<file path="config.mk">
export PLATFORM = sky130hd
export DESIGN_NAME = offchip_mem_arbiter_flat
export DESIGN_NICKNAME = d
export VERILOG_FILES = /design/src/rtl/offchip_mem_arbiter_if.sv /design/src/rtl/offchip_mem_arbiter.sv /design/src/flat_wrapper.sv
export SDC_FILE = /design/constraint.sdc
export NUM_CORES = 1
export LEC_CHECK = 0
export BUFFER_PORTS_ARGS = -buffer_cell sky130_fd_sc_hd__buf_2
export CAP_MARGIN = 20
export CORE_AREA = 2 2 290 292
export DETAILED_ROUTE_END_ITERATION = 8
export DIE_AREA = 0 0 292 294
export GPL_ROUTABILITY_DRIVEN = 1
export PLACE_DENSITY = 0.49
export SETUP_SLACK_MARGIN = 0.5
export SYNTH_ARGS = -nofsm -noshare
export SYNTH_HDL_FRONTEND = slang
export SYNTH_SLANG_ARGS = --single-unit
</file>
<file path="constraint.sdc">
create_clock -name clk -period 2.3 [get_ports clk]
set_clock_uncertainty 0.15 [all_clocks]
set_input_delay 0.69 -clock clk [delete_from_list [all_inputs] [get_ports clk]]
set_output_delay 0.69 -clock clk [all_outputs]
set_load 0.03 [all_outputs]
</file>
<file path="src/rtl/offchip_mem_arbiter_if.sv">
// offchip_mem_arbiter_if: icache/dcache request ports and off-chip memory bus of the arbiter
interface offchip_mem_arbiter_if #(
  parameter int ADDR_W = 32,
  parameter int LINE_W = 128
);
  logic              i_req;
  logic [ADDR_W-1:0] i_addr;
  logic [LINE_W-1:0] i_rdata;
  logic              i_done;
  logic              i_err;
  logic              d_req;
  logic              d_we;
  logic [ADDR_W-1:0] d_addr;
  logic [LINE_W-1:0] d_wdata;
  logic [LINE_W-1:0] d_rdata;
  logic              d_done;
  logic              d_err;
  logic              offchip_mem_read_en;
  logic              offchip_mem_write_en;
  logic [ADDR_W-1:0] offchip_mem_addr;
  logic [LINE_W-1:0] offchip_mem_wdata;
  logic [LINE_W-1:0] offchip_mem_data;
  logic              offchip_mem_ready;
  logic              offchip_mem_read_busy;
  logic              offchip_mem_write_busy;
  modport master (
    input  i_req, i_addr, d_req, d_we, d_addr, d_wdata, offchip_mem_data, offchip_mem_ready,
    output i_rdata, i_done, i_err, d_rdata, d_done, d_err,
           offchip_mem_read_en, offchip_mem_write_en, offchip_mem_addr, offchip_mem_wdata,
           offchip_mem_read_busy, offchip_mem_write_busy
  );
  modport slave (
    output i_req, i_addr, d_req, d_we, d_addr, d_wdata, offchip_mem_data, offchip_mem_ready,
    input  i_rdata, i_done, i_err, d_rdata, d_done, d_err,
           offchip_mem_read_en, offchip_mem_write_en, offchip_mem_addr, offchip_mem_wdata,
           offchip_mem_read_busy, offchip_mem_write_busy
  );
endinterface

</file>
<file path="src/rtl/offchip_mem_arbiter.sv">
// offchip_mem_arbiter: round-robin icache/dcache arbiter for a single off-chip memory port with timeout
module offchip_mem_arbiter #(
  parameter int ADDR_W  = 32,
  parameter int LINE_W  = 128,
  parameter int TIMEOUT = 255
) (
  input logic clk,
  input logic rst,
  offchip_mem_arbiter_if.master b
);
  typedef enum logic [1:0] {IDLE, I_XFER, D_XFER, RESP} state_t;
  state_t            state;
  logic              last_d;
  logic              we;
  logic              gnt_d;
  logic              dx;
  logic [7:0]        cnt;
  logic [ADDR_W-1:0] addr;
  logic [LINE_W-1:0] wdata;
  // dcache wins only when it is alone or icache was served last
  assign gnt_d = b.d_req && (!b.i_req || !last_d);
  assign dx = state == D_XFER;
  assign b.offchip_mem_addr = addr;
  assign b.offchip_mem_wdata = wdata;
  // arbitration FSM with registered handshake, enable and busy outputs
  always_ff @(posedge clk) begin
    if (rst) begin
      state <= IDLE;
      last_d <= 1'b1;
      we <= 1'b0;
      cnt <= '0;
      addr <= '0;
      wdata <= '0;
      b.i_rdata <= '0;
      b.d_rdata <= '0;
      b.i_done <= 1'b0;
      b.i_err <= 1'b0;
      b.d_done <= 1'b0;
      b.d_err <= 1'b0;
      b.offchip_mem_read_en <= 1'b0;
      b.offchip_mem_write_en <= 1'b0;
      b.offchip_mem_read_busy <= 1'b0;
      b.offchip_mem_write_busy <= 1'b0;
    end else begin
      b.i_done <= 1'b0;
      b.i_err <= 1'b0;
      b.d_done <= 1'b0;
      b.d_err <= 1'b0;
      case (state)
        IDLE: if (b.i_req || b.d_req) begin
          state <= gnt_d ? D_XFER : I_XFER;
          last_d <= gnt_d;
          we <= gnt_d && b.d_we;
          cnt <= '0;
          addr <= gnt_d ? b.d_addr : b.i_addr;
          wdata <= gnt_d ? b.d_wdata : wdata;
          b.offchip_mem_read_en <= !(gnt_d && b.d_we);
          b.offchip_mem_write_en <= gnt_d && b.d_we;
          b.offchip_mem_read_busy <= !(gnt_d && b.d_we);
          b.offchip_mem_write_busy <= gnt_d && b.d_we;
        end
        I_XFER, D_XFER: if (b.offchip_mem_ready || cnt == 8'(TIMEOUT)) begin
          state <= RESP;
          b.offchip_mem_read_en <= 1'b0;
          b.offchip_mem_write_en <= 1'b0;
          b.i_done <= !dx;
          b.d_done <= dx;
          b.i_err <= !dx && !b.offchip_mem_ready;
          b.d_err <= dx && !b.offchip_mem_ready;
          b.i_rdata <= (b.offchip_mem_ready && !dx) ? b.offchip_mem_data : b.i_rdata;
          b.d_rdata <= (b.offchip_mem_ready && dx && !we) ? b.offchip_mem_data : b.d_rdata;
        end else cnt <= cnt + 8'd1;
        RESP: begin
          state <= IDLE;
          b.offchip_mem_read_busy <= 1'b0;
          b.offchip_mem_write_busy <= 1'b0;
        end
      endcase
    end
  end
endmodule

</file>
<file path="src/flat_wrapper.sv">
// flat-port wrapper written by rule: the top's interface ports become plain ports
module offchip_mem_arbiter_flat 
#(
  parameter int ADDR_W  = 32,
  parameter int LINE_W  = 128,
  parameter int TIMEOUT = 255
)
  (clk, rst, b_i_req, b_i_addr, b_d_req, b_d_we, b_d_addr, b_d_wdata, b_offchip_mem_data, b_offchip_mem_ready, b_i_rdata, b_i_done, b_i_err, b_d_rdata, b_d_done, b_d_err, b_offchip_mem_read_en, b_offchip_mem_write_en, b_offchip_mem_addr, b_offchip_mem_wdata, b_offchip_mem_read_busy, b_offchip_mem_write_busy);
  offchip_mem_arbiter_if #(.ADDR_W(ADDR_W), .LINE_W(LINE_W)) b_i ();
  input logic clk;
  input logic rst;
  input wire logic [$bits(b_i.i_req)-1:0] b_i_req;
  input wire logic [$bits(b_i.i_addr)-1:0] b_i_addr;
  input wire logic [$bits(b_i.d_req)-1:0] b_d_req;
  input wire logic [$bits(b_i.d_we)-1:0] b_d_we;
  input wire logic [$bits(b_i.d_addr)-1:0] b_d_addr;
  input wire logic [$bits(b_i.d_wdata)-1:0] b_d_wdata;
  input wire logic [$bits(b_i.offchip_mem_data)-1:0] b_offchip_mem_data;
  input wire logic [$bits(b_i.offchip_mem_ready)-1:0] b_offchip_mem_ready;
  output wire logic [$bits(b_i.i_rdata)-1:0] b_i_rdata;
  output wire logic [$bits(b_i.i_done)-1:0] b_i_done;
  output wire logic [$bits(b_i.i_err)-1:0] b_i_err;
  output wire logic [$bits(b_i.d_rdata)-1:0] b_d_rdata;
  output wire logic [$bits(b_i.d_done)-1:0] b_d_done;
  output wire logic [$bits(b_i.d_err)-1:0] b_d_err;
  output wire logic [$bits(b_i.offchip_mem_read_en)-1:0] b_offchip_mem_read_en;
  output wire logic [$bits(b_i.offchip_mem_write_en)-1:0] b_offchip_mem_write_en;
  output wire logic [$bits(b_i.offchip_mem_addr)-1:0] b_offchip_mem_addr;
  output wire logic [$bits(b_i.offchip_mem_wdata)-1:0] b_offchip_mem_wdata;
  output wire logic [$bits(b_i.offchip_mem_read_busy)-1:0] b_offchip_mem_read_busy;
  output wire logic [$bits(b_i.offchip_mem_write_busy)-1:0] b_offchip_mem_write_busy;
  assign b_i.i_req = b_i_req;
  assign b_i.i_addr = b_i_addr;
  assign b_i.d_req = b_d_req;
  assign b_i.d_we = b_d_we;
  assign b_i.d_addr = b_d_addr;
  assign b_i.d_wdata = b_d_wdata;
  assign b_i.offchip_mem_data = b_offchip_mem_data;
  assign b_i.offchip_mem_ready = b_offchip_mem_ready;
  assign b_i_rdata = b_i.i_rdata;
  assign b_i_done = b_i.i_done;
  assign b_i_err = b_i.i_err;
  assign b_d_rdata = b_i.d_rdata;
  assign b_d_done = b_i.d_done;
  assign b_d_err = b_i.d_err;
  assign b_offchip_mem_read_en = b_i.offchip_mem_read_en;
  assign b_offchip_mem_write_en = b_i.offchip_mem_write_en;
  assign b_offchip_mem_addr = b_i.offchip_mem_addr;
  assign b_offchip_mem_wdata = b_i.offchip_mem_wdata;
  assign b_offchip_mem_read_busy = b_i.offchip_mem_read_busy;
  assign b_offchip_mem_write_busy = b_i.offchip_mem_write_busy;
  offchip_mem_arbiter #(.ADDR_W(ADDR_W), .LINE_W(LINE_W), .TIMEOUT(TIMEOUT)) u_core (.clk(clk), .rst(rst), .b(b_i));
endmodule
</file>
## Word level (Yosys, flattened, before mapping)

Cells that the tools add are included.

| storage, ports and cells | value |
|---|---|
| word-level logic and storage cells | 70 |
| bits in registers | 436 |
| input bits | 326 |
| output and inout port bits | 424 |

| cells by class | value |
|---|---|
| equal/unequal tests | 7 |
| add/subtract/negate cells | 1 |
| muxes and demuxes | 15 |
| reductions and logical operators | 29 |
| bitwise gates (word level) | 2 |

Operator list:

| kind | number |
|---|---|
| $mux W32 | 1 |
| $mux W8 | 2 |
| $pmux W8 S2 | 1 |
| $reduce_and A3 Y1 | 5 |
| $add A8 B1 Y8 const B | 1 |
| $eq A8 B8 Y1 const B | 1 |
| $pmux W1 S2 | 4 |
| $logic_and A1 B1 Y1 | 7 |
| $logic_not A1 Y1 | 6 |
| $mux W2 | 3 |
| $pmux W2 S3 | 1 |
| $reduce_and A2 Y1 | 3 |
| $eq A2 B2 Y1 const B | 2 |
| $ne A2 B1 Y1 const B | 2 |
| $reduce_bool A2 Y1 | 2 |
| $logic_or A1 B1 Y1 | 3 |
| $mux W1 | 3 |
| $reduce_or A3 Y1 | 1 |
| $eq A2 B1 Y1 const B | 1 |
| $logic_not A2 Y1 | 1 |
| $ne A2 B2 Y1 const B | 1 |
| $not A1 Y1 | 2 |
| $reduce_or A2 Y1 | 1 |

## Depth between registers and ports, before layout

| depth | value |
|---|---|
| word-level depth | 7 |
| mapped depth | 8 |
| gate-level depth less buffers | 6 |

## Worst setup path before layout

OpenSTA, ideal clock, no wires.

| path | value |
|---|---|
| path kind | input to register |
| start point | input port b_offchip_mem_ready |
| end point | register u_core.cnt[3] |
| buffers on the path | 1 |
| arrival time | 1.778 ns |
| data required time | 2.063 ns |
| setup slack | 0.285 ns |
| stages | 5 |
| path through | buf_6 -> or4b_4 -> a211oi_4 -> a31oi_1 -> o31ai_1 |

| between the ends | value |
|---|---|
| longest elaborated chain between the ends | 3 |

Ends and longest elaborated chain:

| item | RTL line | source |
|---|---|---|
| from (decl) | flat_wrapper.sv:19 | `input wire logic [$bits(b_i.offchip_mem_ready)-1:0] b_offchip_mem_ready;` |
| $logic_or A1 B1 Y1 | offchip_mem_arbiter.sv:62 | `I_XFER, D_XFER: if (b.offchip_mem_ready \|\| cnt == 8'(TIMEOUT)) begin` |
| $ne A2 B2 Y1 (no line) | n/a |  |
| $reduce_and A3 Y1 (no line) | n/a |  |
| to (signal assigned) | offchip_mem_arbiter.sv:72 | `end else cnt <= cnt + 8'd1;` |
| to (decl) | offchip_mem_arbiter.sv:17 | `logic [7:0] cnt;` |

Every way passes these cells.
A chain may end at the register's enable or synchronous reset.

## Final worst setup path

| path | value |
|---|---|
| start point | register u_core.state[0] |
| end point | register u_core.b.d_rdata[34] |

| between the ends | value |
|---|---|
| longest elaborated chain between the ends | 4 |
| elaborated cells between the ends (all ways) | 6 |
| those cells by class | eq/ne: 2; reduce/logical: 4 |

Ends and longest elaborated chain:

| item | RTL line | source |
|---|---|---|
| from (decl) | offchip_mem_arbiter.sv:12 | `state_t state;` |
| from (signal assigned) | offchip_mem_arbiter.sv:51 | `state <= gnt_d ? D_XFER : I_XFER;` |
| $eq A2 B2 Y1 | offchip_mem_arbiter.sv:22, offchip_mem_arbiter.sv:49 |  |
| $logic_and A1 B1 Y1 (2 in a row) | offchip_mem_arbiter.sv:71 | `b.d_rdata <= (b.offchip_mem_ready && dx && !we) ? b.offchip_mem_data : b.d_rdata;` |
| $reduce_and A3 Y1 (no line) (*) | n/a |  |
| to (signal assigned) | offchip_mem_arbiter.sv:71 |  |
| to (decl) | offchip_mem_arbiter_if.sv:28 | `output i_rdata, i_done, i_err, d_rdata, d_done, d_err,` |

Every way passes the cells marked *; elsewhere a longest branch is shown, timed or not.

==> flow_metrics.tcl <==
set metrics [dict create \
    status "finished clean" \
    synthCells 1936 \
    fin_setup_tns_ns 0 \
    final_common_cell "nand2_1" \
    final_cells 3957 \
    synth_top_area_cell "dfxtp_1" \
    p_sw_frac 0.371 \
    synth_fp_nets 2267 \
    ys_top_cells_by_area "dfxtp_1 (56%), nand2_1 (19%), a21oi_1 (13%), buf_2 (2.2%), mux2i_1 (2.1%)" \
    rsz0062_at_grt "true" \
    period_needed_ns 2.02 \
    dpl.hpwl_um 45900 \
    timing.final.crit_share 0.880 \
    gr-usage-all-layers 0.143 \
    clk_pin_slew_ns 0.06 \
    crit_arrival_ns 2.32 \
    layout_common_cells "nand2_1 (628), buf_6 (434), dfxtp_2 (417), buf_2 (325), a21oi_1 (266)" \
    gr-total-overflow 0 \
    leakage_uw 0.0125 \
    ctsRootBufferMaster "clkbuf_16" \
    final_hold_viol_count 0 \
    dr.pass1.iters 4 \
    die_h_um 294 \
    std_cell_rows 106 \
    syn_area_mm2 0.0156 \
    clk_latency_ns 0.59 \
    grt_pass1_vias 15700 \
    cts-hold-fix-buffers 0 \
    cts_buffers 50 \
    initial_utilization 0.188 \
    power_frac_comb 0.420 \
    pwr-share-seq 0.320 \
    cts_tree "yes" \
    end_kind "register" \
    vias 16800 \
    maxSlewHeadroom 0.437 \
    place_congestion 0.796 \
    crit_type "register to register" \
    final.fill_count 8451 \
    dp_slack_ns -0.0694 \
    clock_sinks 436 \
    core_mm2 0.0829 \
    synth_top_area_frac 0.561 \
    numPortBuffers 749 \
    setup_viol 0 \
    finalNetCount 3164 \
    cp-start-kind "register" \
    post-place-cells 3702 \
    setup_slack_ns 0.277 \
    syn2layout_area_growth_pct 90.4 \
    yosysSeqAreaShare 0.561 \
    antenna_found_initial 11 \
    internal_power_uw 19200 \
    crit_fanout 9 \
    hp-class "input port to register" \
    cts.htree.levels 2 \
    synth_warnings 0 \
    synthDistinctLibCells 43 \
    cp.required_ns 2.60 \
    drv_slew 0 \
    detail-route-antenna-nets 0 \
    syn_avg_cell_area_um2 8.03 \
    p_sw_uw 11300 \
    max_freq_mhz 494 \
    synth-async-reset-ratio 0 \
    dieArea_mm2 0.0858 \
    die-width_um 292 \
    drt-initial-drc-count 543 \
    grt_pass1_wl_um 95300 \
    synth_flop_cell "dfxtp_1" \
    io_pins 750 \
    tightestPinTransition_ns 0.844 \
    drc 0 \
    synth-edff-count 0 \
    holdCritStartpoint "b_d_wdata[5]" \
    clkPwrFrac 0.260 \
    timing.rr.start "u_core.state[0]" \
    ctsLongestPathBuffers 3 \
    p_per_area_mw_per_mm2 1030 \
    vdd_drop_max_uv 561 \
    grt_max_degree 114 \
    maxCapViolCount 0 \
    wl_per_cell_um 18.3 \
    startpoint "u_core.state[0]" \
    synth_seq_cells 436 \
    drive_above_1_share 0.624 \
    vias_per_cell 4.25 \
    wirelength_um 72500 \
]
-- power groups by stage --
stage	clock, uW	combinational [uW]	sequential [uW]
global placement	0	8630	9360
CTS	8180	9520	9310
finish	7930	12800	9760
global route	8460	13600	9880
floorplan	0	2980	11600
detailed placement	0	8610	9390
-- stage by stage --
step                      power [uW]  area, um2  hold slack (ns)   util
after global routing           31900      29600            0.134  0.357
final                          30500      29600            0.173  0.357
after global placement         18000      21000            0.288  0.253
after CTS                      27000      24300            0.121  0.294
after detailed placement       18000      21000            0.293  0.253
after floorplan                14500      15700            0.300      -
-- synth_stat cells (all sizes together) (2+ instances only) --
cell / n
nand2: 780
or3: 3
ha: 5
nor3b: 2
inv: 6
a21oi: 391
nand3: 5
nor2: 44
a32oi: 2
o31ai: 3
nand2b: 6
clkbuf: 66
and3: 2
buf: 81
o21a: 2
a311oi: 2
a211oi: 34
a31oi: 2
dfxtp: 436
nor3: 5
o21ai: 12
mux2i: 33
-- cells by family after synthesis --
| logic type | share of synthesized area |
|---|---|
| AOI/OAI and AO/OA | 0.156 |
| adders and majority gates | 0.00402 |
| buffers and inverters | 0.0456 |
| DFF | 0.561 |
| muxes | 0.0212 |
| and+or+nand+nor | 0.212 |
-- worst max-delay path: stages, from the launching register on --
cell	delay, ns
dfxtp_2	0.35
inv_4	0.06
ha_4	0.32
nand2_8	0.08
or3_4	0.39
buf_12	0.18
clkbuf_16	0.19
nand2_1	0.07
a21oi_1	0.06
-- timing repair --
action,in CTS,in global routing
pin swaps,21,206
setup buffers,20,96
setup endpoints to repair,853,729
resized for setup,424,1466
gates cloned,16,27
-- registers in the layout, indices dropped and copies added, names as in the netlist, 2 cells and up --
name	cells
u_core.b.d_rdata	128
u_core.b.i_rdata	128
u_core.b.offchip_mem_addr	32
u_core.b.offchip_mem_wdata	128
u_core.cnt	8
u_core.state	2
-- cell type report --
class / count / area [um2] / share of cell area
repair buffers: 990 / 9680 / 0.327
inverters: 6 / 30.0 / 0.00101
multi-input cells: 1349 / 7660 / 0.259
well taps: 1080 / 1350 / 0.0456
clock buffers: 77 / 1460 / 0.0494
flip-flops and latches: 436 / 9270 / 0.313
clock inverters: 14 / 150 / 0.00507
diodes: 5 / 12.5 / 0.000422
-- worst paths after layout --
check / to / slack (ns) / depth (start not counted)
hold reg to reg: u_core.b.i_rdata[92] / 0.31 / 2
setup reg to reg: u_core.b.d_rdata[34] / 0.28 / 8
setup / recovery: u_core.b.d_rdata[34] / 0.28 / 8
hold / removal: u_core.b.offchip_mem_wdata[5] / 0.17 / 3
-- per-layer routing --
metal | vias up | part of all wire | track usage
li1 | 8151 | - | -
met1 | 7949 | 0.40 | 0.167
met2 | 582 | 0.50 | 0.245
met3 | 128 | 0.074 | 0.0464
met4 | 8 | 0.029 | 0.0463
met5 | - | 0.0012 | 0
Note: power is estimated with default switching activity, not from simulation.
